`src/rtl/vector_div_seq.sv`:
```
// Multi-lane sequential divider: restoring division, one quotient bit per cycle
// in every lane, followed by a sign/special-case fix-up cycle and a done pulse.
module vector_div_seq #(
   parameter int WIDTH = 8,
   parameter int LANES = 4
) (
   input  logic                   clk,
   input  logic                   reset,
   input  logic                   start,
   input  logic [4:0]             FS,
   input  logic [LANES*WIDTH-1:0] S,
   input  logic [LANES*WIDTH-1:0] T,
   output logic [LANES*WIDTH-1:0] VY_lo,
   output logic [LANES*WIDTH-1:0] VY_hi,
   output logic [LANES-1:0]       div_by_zero,
   output logic                   busy,
   output logic                   done
);

   localparam logic [1:0] IDLE = 2'd0;
   localparam logic [1:0] CALC = 2'd1;
   localparam logic [1:0] FIX  = 2'd2;
   localparam logic [1:0] DONE = 2'd3;

   localparam logic [5:0]       LAST = 6'(WIDTH - 1);
   localparam logic [WIDTH-1:0] ONE  = WIDTH'(1);

   logic [1:0] state;
   logic [5:0] count;
   logic       accept;
   logic       signedOp;

   logic [WIDTH-1:0] quo      [LANES];
   logic [WIDTH-1:0] rem      [LANES];
   logic [WIDTH-1:0] dvs      [LANES];
   logic [WIDTH-1:0] dividend [LANES];
   logic [WIDTH:0]   shifted  [LANES];
   logic [LANES-1:0] fits;
   logic [LANES-1:0] qneg;
   logic [LANES-1:0] rneg;
   logic [LANES-1:0] zero;

   // Two's-complement magnitude; the most negative value maps to 2**(WIDTH-1) unsigned
   function automatic logic [WIDTH-1:0] magnitude(input logic [WIDTH-1:0] x, input logic sg);
      return (sg && x[WIDTH-1]) ? (~x + ONE) : x;
   endfunction

   assign accept   = (state == IDLE) && start && ((FS == 5'h03) || (FS == 5'h04));
   assign signedOp = (FS == 5'h04);
   assign busy     = (state != IDLE);
   assign done     = (state == DONE);

   always_comb begin
      fits = '0;
      for (int i = 0; i < LANES; i++) begin
         shifted[i] = {rem[i], quo[i][WIDTH-1]};
         fits[i]    = (shifted[i] >= {1'b0, dvs[i]});
      end
   end

   always_ff @(posedge clk or posedge reset) begin
      if (reset) begin
         state <= IDLE;
         count <= '0;
      end else begin
         case (state)
            IDLE: begin
               count <= '0;
               if (accept) state <= CALC;
            end
            CALC: begin
               count <= count + 6'd1;
               if (count == LAST) state <= FIX;
            end
            FIX:     state <= DONE;
            default: state <= IDLE;
         endcase
      end
   end

   // The quotient register starts holding the dividend magnitude and shifts it out MSB first
   always_ff @(posedge clk or posedge reset) begin
      if (reset) begin
         VY_lo       <= '0;
         VY_hi       <= '0;
         div_by_zero <= '0;
         qneg        <= '0;
         rneg        <= '0;
         zero        <= '0;
         for (int i = 0; i < LANES; i++) begin
            quo[i]      <= '0;
            rem[i]      <= '0;
            dvs[i]      <= '0;
            dividend[i] <= '0;
         end
      end else if (accept) begin
         for (int i = 0; i < LANES; i++) begin
            quo[i]      <= magnitude(S[i*WIDTH +: WIDTH], signedOp);
            dvs[i]      <= magnitude(T[i*WIDTH +: WIDTH], signedOp);
            rem[i]      <= '0;
            dividend[i] <= S[i*WIDTH +: WIDTH];
            zero[i]     <= (T[i*WIDTH +: WIDTH] == '0);
            qneg[i]     <= signedOp && (S[i*WIDTH+WIDTH-1] ^ T[i*WIDTH+WIDTH-1]);
            rneg[i]     <= signedOp && S[i*WIDTH+WIDTH-1];
         end
      end else if (state == CALC) begin
         for (int i = 0; i < LANES; i++) begin
            quo[i] <= {quo[i][WIDTH-2:0], fits[i]};
            rem[i] <= fits[i] ? (shifted[i][WIDTH-1:0] - dvs[i]) : shifted[i][WIDTH-1:0];
         end
      end else if (state == FIX) begin
         // Negating the magnitude quotient 2**(WIDTH-1) wraps back to the most negative value
         for (int i = 0; i < LANES; i++) begin
            if (zero[i]) begin
               VY_lo[i*WIDTH +: WIDTH] <= '1;
               VY_hi[i*WIDTH +: WIDTH] <= dividend[i];
            end else begin
               VY_lo[i*WIDTH +: WIDTH] <= qneg[i] ? (~quo[i] + ONE) : quo[i];
               VY_hi[i*WIDTH +: WIDTH] <= rneg[i] ? (~rem[i] + ONE) : rem[i];
            end
         end
         div_by_zero <= zero;
      end
   end

endmodule

```
`config.mk`:
```
export PLATFORM = sky130hd
export DESIGN_NAME = vector_div_seq
export DESIGN_NICKNAME = d
export VERILOG_FILES = /design/src/rtl/vector_div_seq.sv
export SDC_FILE = /design/constraint.sdc
export NUM_CORES = 1
export LEC_CHECK = 0
export ABC_AREA = 0
export CAP_MARGIN = 20
export CORE_UTILIZATION = 49
export CTS_CLUSTER_DIAMETER = 80
export DETAILED_ROUTE_END_ITERATION = 8
export PLACE_DENSITY = 0.68
export REMOVE_ABC_BUFFERS = 1
export SLEW_MARGIN = 20
export SYNTH_ARGS = -nofsm -noshare
export SYNTH_HDL_FRONTEND = slang
export SYNTH_SLANG_ARGS = --single-unit
export TNS_END_PERCENT = 1
```
`constraint.sdc`:
```
create_clock -name clk -period 11.1 [get_ports clk]
set_clock_uncertainty 0.1 [all_clocks]
set_input_delay 3.33 -clock clk [delete_from_list [all_inputs] [get_ports clk]]
set_output_delay 3.33 -clock clk [all_outputs]
set_load 0.01 [all_outputs]
```
# [Word level (Yosys, flattened, before mapping)]
# Index checks and enable logic that the tools add are counted.
[word_totals] ff_bits=216 word_cells=140 input_bits=72
[classes] addsub=21 n_mux=36 n_eq_ne=8 n_bitwise=22 n_reduce_logical=25 order_cmp=4
[ops] operator="$mux W8" count=28
[ops] operator="$add A8 B1 Y8 const B" count=16
[ops] operator="$mux W32" count=4
[ops] operator="$not A8 Y8" count=16
[ops] operator="$ge A9 B8 Y1" count=4
[ops] operator="$logic_not A8 Y1" count=4
[ops] operator="$sub A8 B8 Y8" count=4
[ops] operator="$logic_and A1 B1 Y1" count=14
[ops] operator="$pmux W6 S2" count=1
[ops] operator="$add A6 B1 Y6 const B" count=1
[ops] operator="$eq A6 B3 Y1 const B" count=1
[ops] operator="$pmux W2 S3" count=1
[ops] operator="$reduce_bool A2 Y1" count=3
[ops] operator="$eq A5 B2 Y1 const B" count=1
[ops] operator="$eq A5 B3 Y1 const B" count=1
[ops] operator="$eq A2 B2 Y1 const B" count=2
[ops] operator="$mux W2" count=2
[ops] operator="$ne A2 B2 Y1 const B" count=2
[ops] operator="$xor A1 B1 Y1" count=4
[ops] operator="$reduce_and A3 Y1" count=1
[ops] operator="$eq A2 B1 Y1 const B" count=1
[ops] operator="$logic_not A2 Y1" count=1
[ops] operator="$not A1 Y1" count=2
[ops] operator="$reduce_and A2 Y1" count=1
[ops] operator="$logic_or A1 B1 Y1" count=1

# [Logic depth before layout (Yosys ltp)]
# Gate-level depths: netlist of run 1.
[logic_depth] ltp_word=5 ltp_mapped=9

# [Least setup slack after synthesis of run 1]
# Ideal clock, no wire load.
[synth_timing] path_type="input to register" startpoint="in FS[1]" endpoint="reg zero[0]" setup_slack_ns=6.063 stages=7 arrival_ns=4.801 setup_time_ns=0.136 cell_sequence="or3b_1 -> a2111o_1 -> buf_2 -> buf_6 -> buf_2 -> nand2_1 -> o41ai_2"
[synth_via] elab_chain_len=3
[synth_lines] element="start, declared" line_no="10" rtl="input logic [4:0] FS,"
[synth_lines] element="$eq A5 B2 Y1 or $eq A5 B3 Y1 (tied branches)" line_no="48" rtl="assign accept = (state == IDLE) && start && ((FS == 5'h03) || (FS == 5'h04));"
[synth_lines] element="$logic_or A1 B1 Y1 (*)" line_no="48"
[synth_lines] element="$logic_and A1 B1 Y1 (*)" line_no="48"
[synth_lines] element="end signal, assigned by index" line_no="102" rtl="zero[i] <= (T[i*WIDTH +: WIDTH] == '0);"
[synth_lines] element="end, declared" line_no="41" rtl="logic [LANES-1:0] zero;"
# Mark *: on every way between the ends. The rest lies on a longest branch, timed or not.
# A chain may end at the register's enable or synchronous reset.

# [Worst setup path in the final report of run 1]
[layout_timing] startpoint="in FS[4]" endpoint="reg rem[14] (netlist name)"
[layout_via] elab_chain_len=4
[layout_lines] element="$eq A5 B2 Y1 or $eq A5 B3 Y1 (tied branches)" line_no="48"
[layout_lines] element="$logic_or A1 B1 Y1 (*)" line_no="48"
[layout_lines] element="$logic_and A1 B1 Y1 (*)" line_no="48"
[layout_lines] element="$mux W32 or $reduce_bool A2 Y1 (tied branches)"
[layout_lines] element="end signal, assigned by index" line_no="109" rtl="rem[i] <= fits[i] ? (shifted[i][WIDTH-1:0] - dvs[i]) : shifted[i][WIDTH-1:0];"
[layout_lines] element="end, declared" line_no="34" rtl="logic [WIDTH-1:0] rem [LANES];"
# Marks and branches as above.

==> results of run 1 <==
[final timing paths]
kind | startpoint | end | slack, ns
worst max-delay path | FS[4] | rem[14] | 5.02
worst min-delay path | dividend[3] | dividend[3] | 0.37
worst max register to register | state[0] | zero[1] | 7.70
worst min register to register | dividend[3] | dividend[3] | 0.37
max in group asynchronous | reset | dividend[21] | 6.14
min in group asynchronous | reset | VY_lo[29] | 3.25
[cells by family after synthesis]
group                      count (synthesis)  share of synthesized area
muxes                                     55                     0.0449
adders and majority gates                 57                     0.0580
buffers and inverters                    180                     0.0558
xor gates and xnor gates                 111                     0.0759
DFF                                      216                      0.422
AOI/OAI and AO/OA                        392                      0.193
and+or+nand+nor                          414                      0.151
[layer usage]
layer  wire (µm)  global-route usage
met5           0                   0
met1       15000               0.345
met3        1980              0.0455
met4         474              0.0539
met2       14400               0.388
[worst max-delay path, delay by kind of cell]
kind | cells | cell delay (ns)
buffers and inverters | 2 | 1.22
and+or+nand+nor | 3 | 1.06
AOI/OAI and AO/OA | 2 | 0.72
[layout make-up]
class | instances | area (µm²)
inverters | 101 | 392
fillers | 2239 | 10100
repair buffers | 148 | 1460
multi-input cells | 1029 | 6730
well taps | 330 | 413
clock buffers | 29 | 671
clock inverters | 15 | 236
flip-flops and latches | 216 | 5410
[cells in the final DEF, fill, tap and decap left out, types with 23 or more instances in the layout]
cell type / count
dfrtp_1: 216
nand2_1: 161
clkdlybuf4s50_1: 141
o21ai_0: 125
inv_1: 98
nor2_1: 81
a21oi_1: 75
xor2_1: 64
ha_1: 51
nand3_1: 49
xnor2_1: 47
mux2i_1: 35
nor2b_1: 29
a211oi_1: 25
clkbuf_16: 25
o31ai_1: 23
[power by group]
part	switching (mW)	total (mW)	leakage, nW	internal (mW)
logic	1.15	2.14	3.43	0.991
clock network	0.331	0.900	0.440	0.570
registers	0.339	1.47	2.63	1.13
[state kept, by name, indices dropped and copies added (netlist names)]
name         cells
VY_hi           32
VY_lo           32
dividend        32
dvs             32
quo             32
rem             32
count            6
div_by_zero      4
qneg             4
rneg             4
zero             4
state            2
[stage by stage]
| stage | instance area (µm²) | power [mW] |
|---|---|---|
| after floorplan | 12500 | 2.92 |
| final | 15300 | 4.51 |
| after CTS | 15300 | 4.53 |
| after detailed placement | 14400 | 3.62 |
| after global placement | 14400 | 3.55 |
| after global routing | 15300 | 4.88 |
==> results.py, run 1 <==
metrics = {
    "power": {
        "pwr_density_cell_nw_per_um2": 294,
        "p_leak_nw": 6.51,
        "irDropWorstVdd_mv": 0.214,
    },
    "timing": {
        "setup_tns_ns": 0,
        "max_freq_ghz": 0.164,
        "slew_headroom": 0.283,
        "period_needed_ns": 6.08,
        "holdWs_ns": 0.374,
        "worst_slew_pin_slew_ns": 1.07,
        "grt_setup_unrepaired": "no",
        "hold_viol": 0,
        "slew_viol_final": 0,
        "finalSetupViolations": 0,
        "post-route-period-util": 0.548,
        "timing.final.ws_setup_ns": 5.02,
    },
    "worst_setup_path": {
        "cp-end-kind": "register",
        "critPathLaunchType": "input pin",
        "required_ns": 11.39,
        "slowest_delay_ns": 0.76,
        "reg2regPathDepth": 7,
        "path_class": "input pin to register",
        "arrival_ns": 6.38,
        "path_cells": "clkdlybuf4s50_1, nor2_1, a21boi_0, nor2b_4, buf_4, or3_1, o21ai_1",
        "crit_fanout": 92,
        "crit_slowest_cell": "buf_4",
    },
    "drt": {
        "antenna_left": 0,
        "first_iter_violations": 809,
        "vias_per_cell": 5.68,
        "vias": 10609,
        "totalWireLength_mm": 31.8,
        "dr.pass1.iters": 5,
        "routedWlPerCell_um": 17.0,
        "drc": 0,
    },
    "clock_network": {
        "cts_tree": "built",
        "postCtsSetupBuffers": 0,
        "cts-hold-fix-buffers": 0,
        "clk_latency_ns": 0.52,
        "cts_resized": 0,
        "numCtsBuffers": 24,
        "cts.clk_slew.worst_paths_ns": 0.06,
        "clk_path_buf_depth": 3,
        "cts-root-buf": "clkbuf_16",
        "h-tree-depth": 1,
        "cts_sinks": 216,
    },
    "floorplanning": {
        "rows": 58,
        "dieArea_um2": 26800,
        "coreArea_um2": 25400,
        "die_h_um": 164,
        "initial_core_util": 0.505,
        "fp.dieW_um": 164,
        "num_io_pins": 142,
    },
    "layout": {
        "fin_nets": 1649,
        "layoutNonFillerInstCount": 1868,
        "syn2layout_area_growth_pct": 19.5,
        "finish.utilization": 0.603,
        "diodes": 0,
        "layout-drive-gt1-share": 0.0572,
    },
    "placement": {
        "dp_cells": 1824,
        "place.port_buffers": 141,
        "gp_congestion": 0.880,
        "post-dp-hpwl_mm": 22.0,
        "place_ws_ns": 4.67,
    },
    "synth": {
        "synthDominantCellAreaShare": 0.422,
        "ys_seq_elements": 216,
        "synth_ff_type": "dfrtp_1",
        "synth_top_area_cell": "dfrtp_1",
        "syn_avg_cell_area_um2": 8.99,
        "synthTopCellsByCount": "dfrtp_1 (216), nand2_1 (161), o21ai_0 (125), inv_1 (100), nor2_1 (81)",
        "ys_async_sr_fraction": 1.00,
        "yosysWarnings": 0,
        "yosys-top-cells-area": "dfrtp_1 (42%), ha_1 (5.2%), o21ai_0 (4.9%)",
        "syn_area_um2": 12800,
        "synth_edf_count": 0,
        "ys_types": 52,
        "ys_seq_area_frac": 0.422,
        "syn_inst": 1425,
        "synth_most_common_cell": "dfrtp_1",
    },
    "worst_hold_path": {
        "hold_path_depth": 2,
        "min_path_type": "register to register",
    },
    "grt": {
        "grt_usage": 0.244,
        "grt.overflow.total": 0,
        "grt_max_degree": 142,
        "grt_first_pass_wirelength_mm": 52.7,
        "grt_pass1_vias": 10290,
        "antenna_found_initial": 0,
    },
    "flow_run": {
        "cap_violations": 0,
    },
    "status": {
        "status": "complete, no violations",
    },
}
Note: power is estimated with default switching activity, not from simulation.
==> inputs of run 2 (changes only) <==
Clock period 11.1 ns to 6.2 ns, I/O delays scaled along.
==> results.py, run 2 (synthesis results as in run 1) <==
metrics = {
    "status": {
        "status": "complete, no violations",
    },
    "clock_network": {
        "postCtsSetupBuffers": 0,
        "h-tree-depth": 1,
        "cts_sinks": 216,
        "cts.clk_slew.worst_paths_ns": 0.06,
        "cts-hold-fix-buffers": 0,
        "numCtsBuffers": 25,
        "cts-root-buf": "clkbuf_16",
        "cts_resized": 0,
        "cts_tree": "built",
        "clk_latency_ns": 0.53,
        "clk_path_buf_depth": 3,
    },
    "power": {
        "irDropWorstVdd_mv": 0.355,
        "pwr_density_cell_nw_per_um2": 517,
        "p_leak_nw": 6.49,
    },
    "grt": {
        "antenna_found_initial": 0,
        "grt_usage": 0.243,
        "grt.overflow.total": 0,
        "grt_use_met3": 0.0298,
        "grt_first_pass_wirelength_mm": 52.1,
        "grt_max_degree": 121,
        "grt_pass1_vias": 10092,
        "busiest_layer": "met2",
        "grt_util_met2": 0.386,
        "grt_util_met1": 0.350,
    },
    "worst_setup_path": {
        "critPathLaunchType": "input pin",
        "r2r_slack_ns": 3.16,
        "arrival_ns": 4.51,
        "cp-end-kind": "register",
        "crit_fanout": 92,
        "reg2regPathDepth": 8,
        "required_ns": 6.50,
        "path_class": "input pin to register",
    },
    "timing": {
        "grt_setup_unrepaired": "no",
        "slew_headroom": 0.254,
        "slew_viol_final": 0,
        "setup_tns_ns": 0,
        "hold_viol": 0,
        "post-route-period-util": 0.679,
        "finalSetupViolations": 0,
        "holdWs_ns": 0.374,
        "max_freq_ghz": 0.237,
        "worst_slew_pin_slew_ns": 1.12,
        "period_needed_ns": 4.21,
    },
    "placement": {
        "post-dp-hpwl_mm": 22.4,
        "gp_congestion": 0.869,
        "dp_cells": 1829,
        "place.port_buffers": 141,
    },
    "floorplanning": {
        "rows": 58,
        "initial_core_util": 0.505,
        "die_h_um": 164,
        "coreArea_um2": 25400,
        "fp.dieW_um": 164,
        "dieArea_um2": 26800,
        "num_io_pins": 142,
    },
    "worst_hold_path": {
        "min_path_type": "register to register",
        "hold_path_depth": 2,
    },
    "drt": {
        "totalWireLength_mm": 31.8,
        "vias": 10667,
        "drc": 0,
        "dr.pass1.iters": 5,
        "antenna_left": 0,
        "routedWlPerCell_um": 17.0,
        "first_iter_violations": 823,
        "vias_per_cell": 5.69,
    },
    "layout": {
        "layoutNonFillerInstCount": 1874,
        "diodes": 0,
        "syn2layout_area_growth_pct": 19.1,
        "fin_nets": 1655,
        "layout_common_cells": "dfrtp_1 (216), nand2_1 (161), clkdlybuf4s50_1 (141)",
        "layout-drive-gt1-share": 0.0596,
        "layout_commonest_cell": "dfrtp_1",
    },
    "flow_run": {
        "cap_violations": 0,
    },
}
## run 2: cell types whose count changed in the layout (fill, tap and decap cells not counted), moves of 2 or more
cell       change
clkbuf_8       +5
buf_12         +2
buf_4          +3
bufinv_16      -6
clkbuf_1       +3
## run 2: worst paths after layout
| kind | startpoint | to |
|---|---|---|
| worst min-delay path | dividend[4] | dividend[4] |
| max in group asynchronous | reset | VY_hi[25] |
| worst max register to register | state[0] | zero[1] |
| min in group asynchronous | reset | dvs[24] |
| worst max-delay path | FS[4] | rem[6] |
| worst min register to register | dividend[4] | dividend[4] |
## run 2: routing by layer
| metal | share of wire | routed length, µm |
|---|---|---|
| met5 | 0 | 0 |
| met4 | 0.021 | 655 |
| met3 | 0.046 | 1450 |
| met2 | 0.45 | 14300 |
| met1 | 0.48 | 15400 |
## run 2: where the power goes
part | internal (mW) | total [mW] | switching (mW)
clock network | 0.833 | 1.42 | 0.590
registers | 2.03 | 2.64 | 0.612
logic | 1.78 | 3.84 | 2.05
## run 2: layout make-up
type	instances	area (µm²)
fillers	2234	10100
multi-input cells	1029	6740
flip-flops and latches	216	5410
repair buffers	153	1530
clock buffers	37	751
well taps	330	413
inverters	101	387
clock inverters	8	45.0
## run 2: per-stage QoR
stage	cell area (µm²)	util	setup WS (ns)	total power, mW
after floorplan	12500	-	-1.67	5.23
after global placement	14500	0.570	1.36	6.37
after detailed placement	14500	0.570	1.39	6.48
after CTS	15300	0.601	1.93	7.93
after global routing	15300	0.601	1.88	8.55
final	15300	0.601	1.99	7.90
## run 2: critical path, stage by stage
cell             delay [ns]
clkdlybuf4s50_1        0.45
nor2_1                 0.51
a21boi_0               0.68
nor2b_4                0.29
buf_12                 0.33
or3_1                  0.23
o21ai_1                0.08
==> inputs of run 3 (changes only) <==
Clock period 6.2 ns to 4.05 ns, I/O delays scaled along.
==> results.py, run 3 (synthesis results as in run 1) <==
metrics = {
    "status": {
        "status": "complete, no violations",
    },
    "clock_network": {
        "cts_sinks": 216,
        "cts-root-buf": "clkbuf_16",
        "cts-hold-fix-buffers": 0,
        "clk_latency_ns": 0.51,
        "numCtsBuffers": 25,
        "cts_tree": "built",
        "postCtsSetupBuffers": 0,
        "cts_resized": 0,
        "cts.clk_slew.worst_paths_ns": 0.06,
        "h-tree-depth": 1,
        "clk_path_buf_depth": 3,
    },
    "worst_setup_path": {
        "crit_fanout": 6,
        "cp_common_cell": "inv_1",
        "reg2reg_to": "rem[22]",
        "critPathTopFamily": "buffers and inverters",
        "critPathLaunchType": "register",
        "path_class": "register to output pin",
        "path_cells": "inv_1, ha_1, inv_1, clkdlybuf4s50_1",
        "crit_buf_inv": 3,
        "required_ns": 2.73,
        "slowest_delay_ns": 0.58,
        "reg2reg_from": "state[0]",
        "cp-end-kind": "output pin",
        "arrival_ns": 2.15,
        "r2r_slack_ns": 1.40,
        "crit_slowest_cell": "clkdlybuf4s50_1",
        "reg2regPathDepth": 8,
    },
    "drt": {
        "routedWlPerCell_um": 17.2,
        "vias_per_cell": 5.64,
        "vias": 10620,
        "antenna_left": 0,
        "drc": 0,
        "totalWireLength_mm": 32.5,
        "dr.pass1.iters": 5,
        "first_iter_violations": 847,
    },
    "layout": {
        "layout-drive-gt1-share": 0.0644,
        "multi_input_area_um2": 6730,
        "seq_area_um2": 5410,
        "syn2layout_area_growth_pct": 20.5,
        "finish.utilization": 0.608,
        "fin_nets": 1666,
        "fillCellCount": 2206,
        "layout_commonest_cell": "dfrtp_1",
        "final_area_um2": 15400,
        "layout_common_cells": "dfrtp_1 (216), nand2_1 (161), clkdlybuf4s50_1 (141)",
        "diodes": 0,
        "layoutNonFillerInstCount": 1884,
    },
    "power": {
        "share_comb_of_total_power": 0.482,
        "sw_frac_of_total": 0.407,
        "pwr_density_cell_nw_per_um2": 796,
        "p_seq_frac": 0.329,
        "irDropWorstVdd_mv": 0.428,
        "power.switching_mw": 4.99,
        "power_frac_clock": 0.189,
        "p_leak_nw": 6.59,
        "internal-power_mw": 7.29,
        "totalPowerFinal_mw": 12.3,
    },
    "timing": {
        "finalSetupViolations": 0,
        "hold_viol": 0,
        "period_needed_ns": 3.46,
        "worst_slew_pin_slew_ns": 1.01,
        "slew_headroom": 0.324,
        "holdWs_ns": 0.372,
        "setup_tns_ns": 0,
        "grt_setup_unrepaired": "no",
        "slew_viol_final": 0,
        "post-route-period-util": 0.855,
        "max_freq_ghz": 0.289,
        "timing.final.ws_setup_ns": 0.588,
    },
    "grt": {
        "grt_max_degree": 70,
        "grt_first_pass_wirelength_mm": 53.1,
        "antenna_found_initial": 0,
        "grt_pass1_vias": 10384,
        "grt_usage": 0.249,
        "grt.overflow.total": 0,
    },
    "placement": {
        "post-dp-hpwl_mm": 23.4,
        "place.port_buffers": 141,
        "place_area_um2": 14600,
        "dp_cells": 1840,
        "gp_congestion": 0.858,
        "place_ws_ns": 0.214,
    },
    "floorplanning": {
        "coreArea_um2": 25400,
        "die_h_um": 164,
        "rows": 58,
        "dieArea_um2": 26800,
        "fp.dieW_um": 164,
        "initial_core_util": 0.505,
        "num_io_pins": 142,
    },
    "worst_hold_path": {
        "min_from": "dividend[19]",
        "hold_end": "dividend[19]",
        "hold_path_depth": 2,
        "min_path_type": "register to register",
    },
    "flow_run": {
        "cap_violations": 0,
    },
}
## run 3: changes by cell type in the layout (fill, tap and decap cells not counted)
| cell | delta |
|---|---|
| clkbuf_8 | -5 |
| buf_4 | +7 |
| clkbuf_1 | +1 |
| nor3b_2 | -1 |
| clkinvlp_4 | -2 |
| clkinv_2 | +1 |
| bufinv_16 | +4 |
| buf_12 | +4 |
| nor3b_1 | +1 |
## run 3: metal layers
metal	track usage	vias up	part of all wire
li1	-	5246	-
met1	0.350	5049	0.46
met2	0.402	281	0.46
met3	0.0351	44	0.058
met4	0.0657	0	0.019
met5	0	-	0
## run 3: worst max-delay path by stage
stage	from	endpoint	slack (ns)	cells after the start
after floorplan	reset	VY_hi[0]	-3.17	1
after global placement	FS[2]	rem[22]	0.27	7
after detailed placement	FS[2]	rem[22]	0.21	7
after CTS	state[0]	busy	0.55	4
after global routing	state[0]	busy	0.50	4
final	state[0]	busy	0.59	4
## run 3: power by group through the flow
stage	registers (mW)	clock network (mW)	logic, mW
global placement	4.05	0	5.74
finish	4.05	2.32	5.92
floorplan	3.90	0	4.11
global route	4.19	2.45	6.65
detailed placement	4.07	0	5.90
CTS	4.04	2.36	5.94
## run 3: worst register-to-register path: stages (launching register included)
cell and delay [ns]:
dfrtp_1 0.44, inv_1 0.14, ha_1 0.28, nand2_1 0.17
a2111o_2 0.67, buf_12 0.30, and3_1 0.19, a32oi_1 0.16
o21ai_1 0.09
## run 3: cell type report
cell class                      count  share of cell area
Clock buffer                       33              0.0444
Clock inverter                     11              0.0100
Inverter                          101              0.0250
Multi-Input combinational cell   1029               0.436
Sequential cell                   216               0.350
Tap cell                          330              0.0267
Timing Repair Buffer              164               0.107
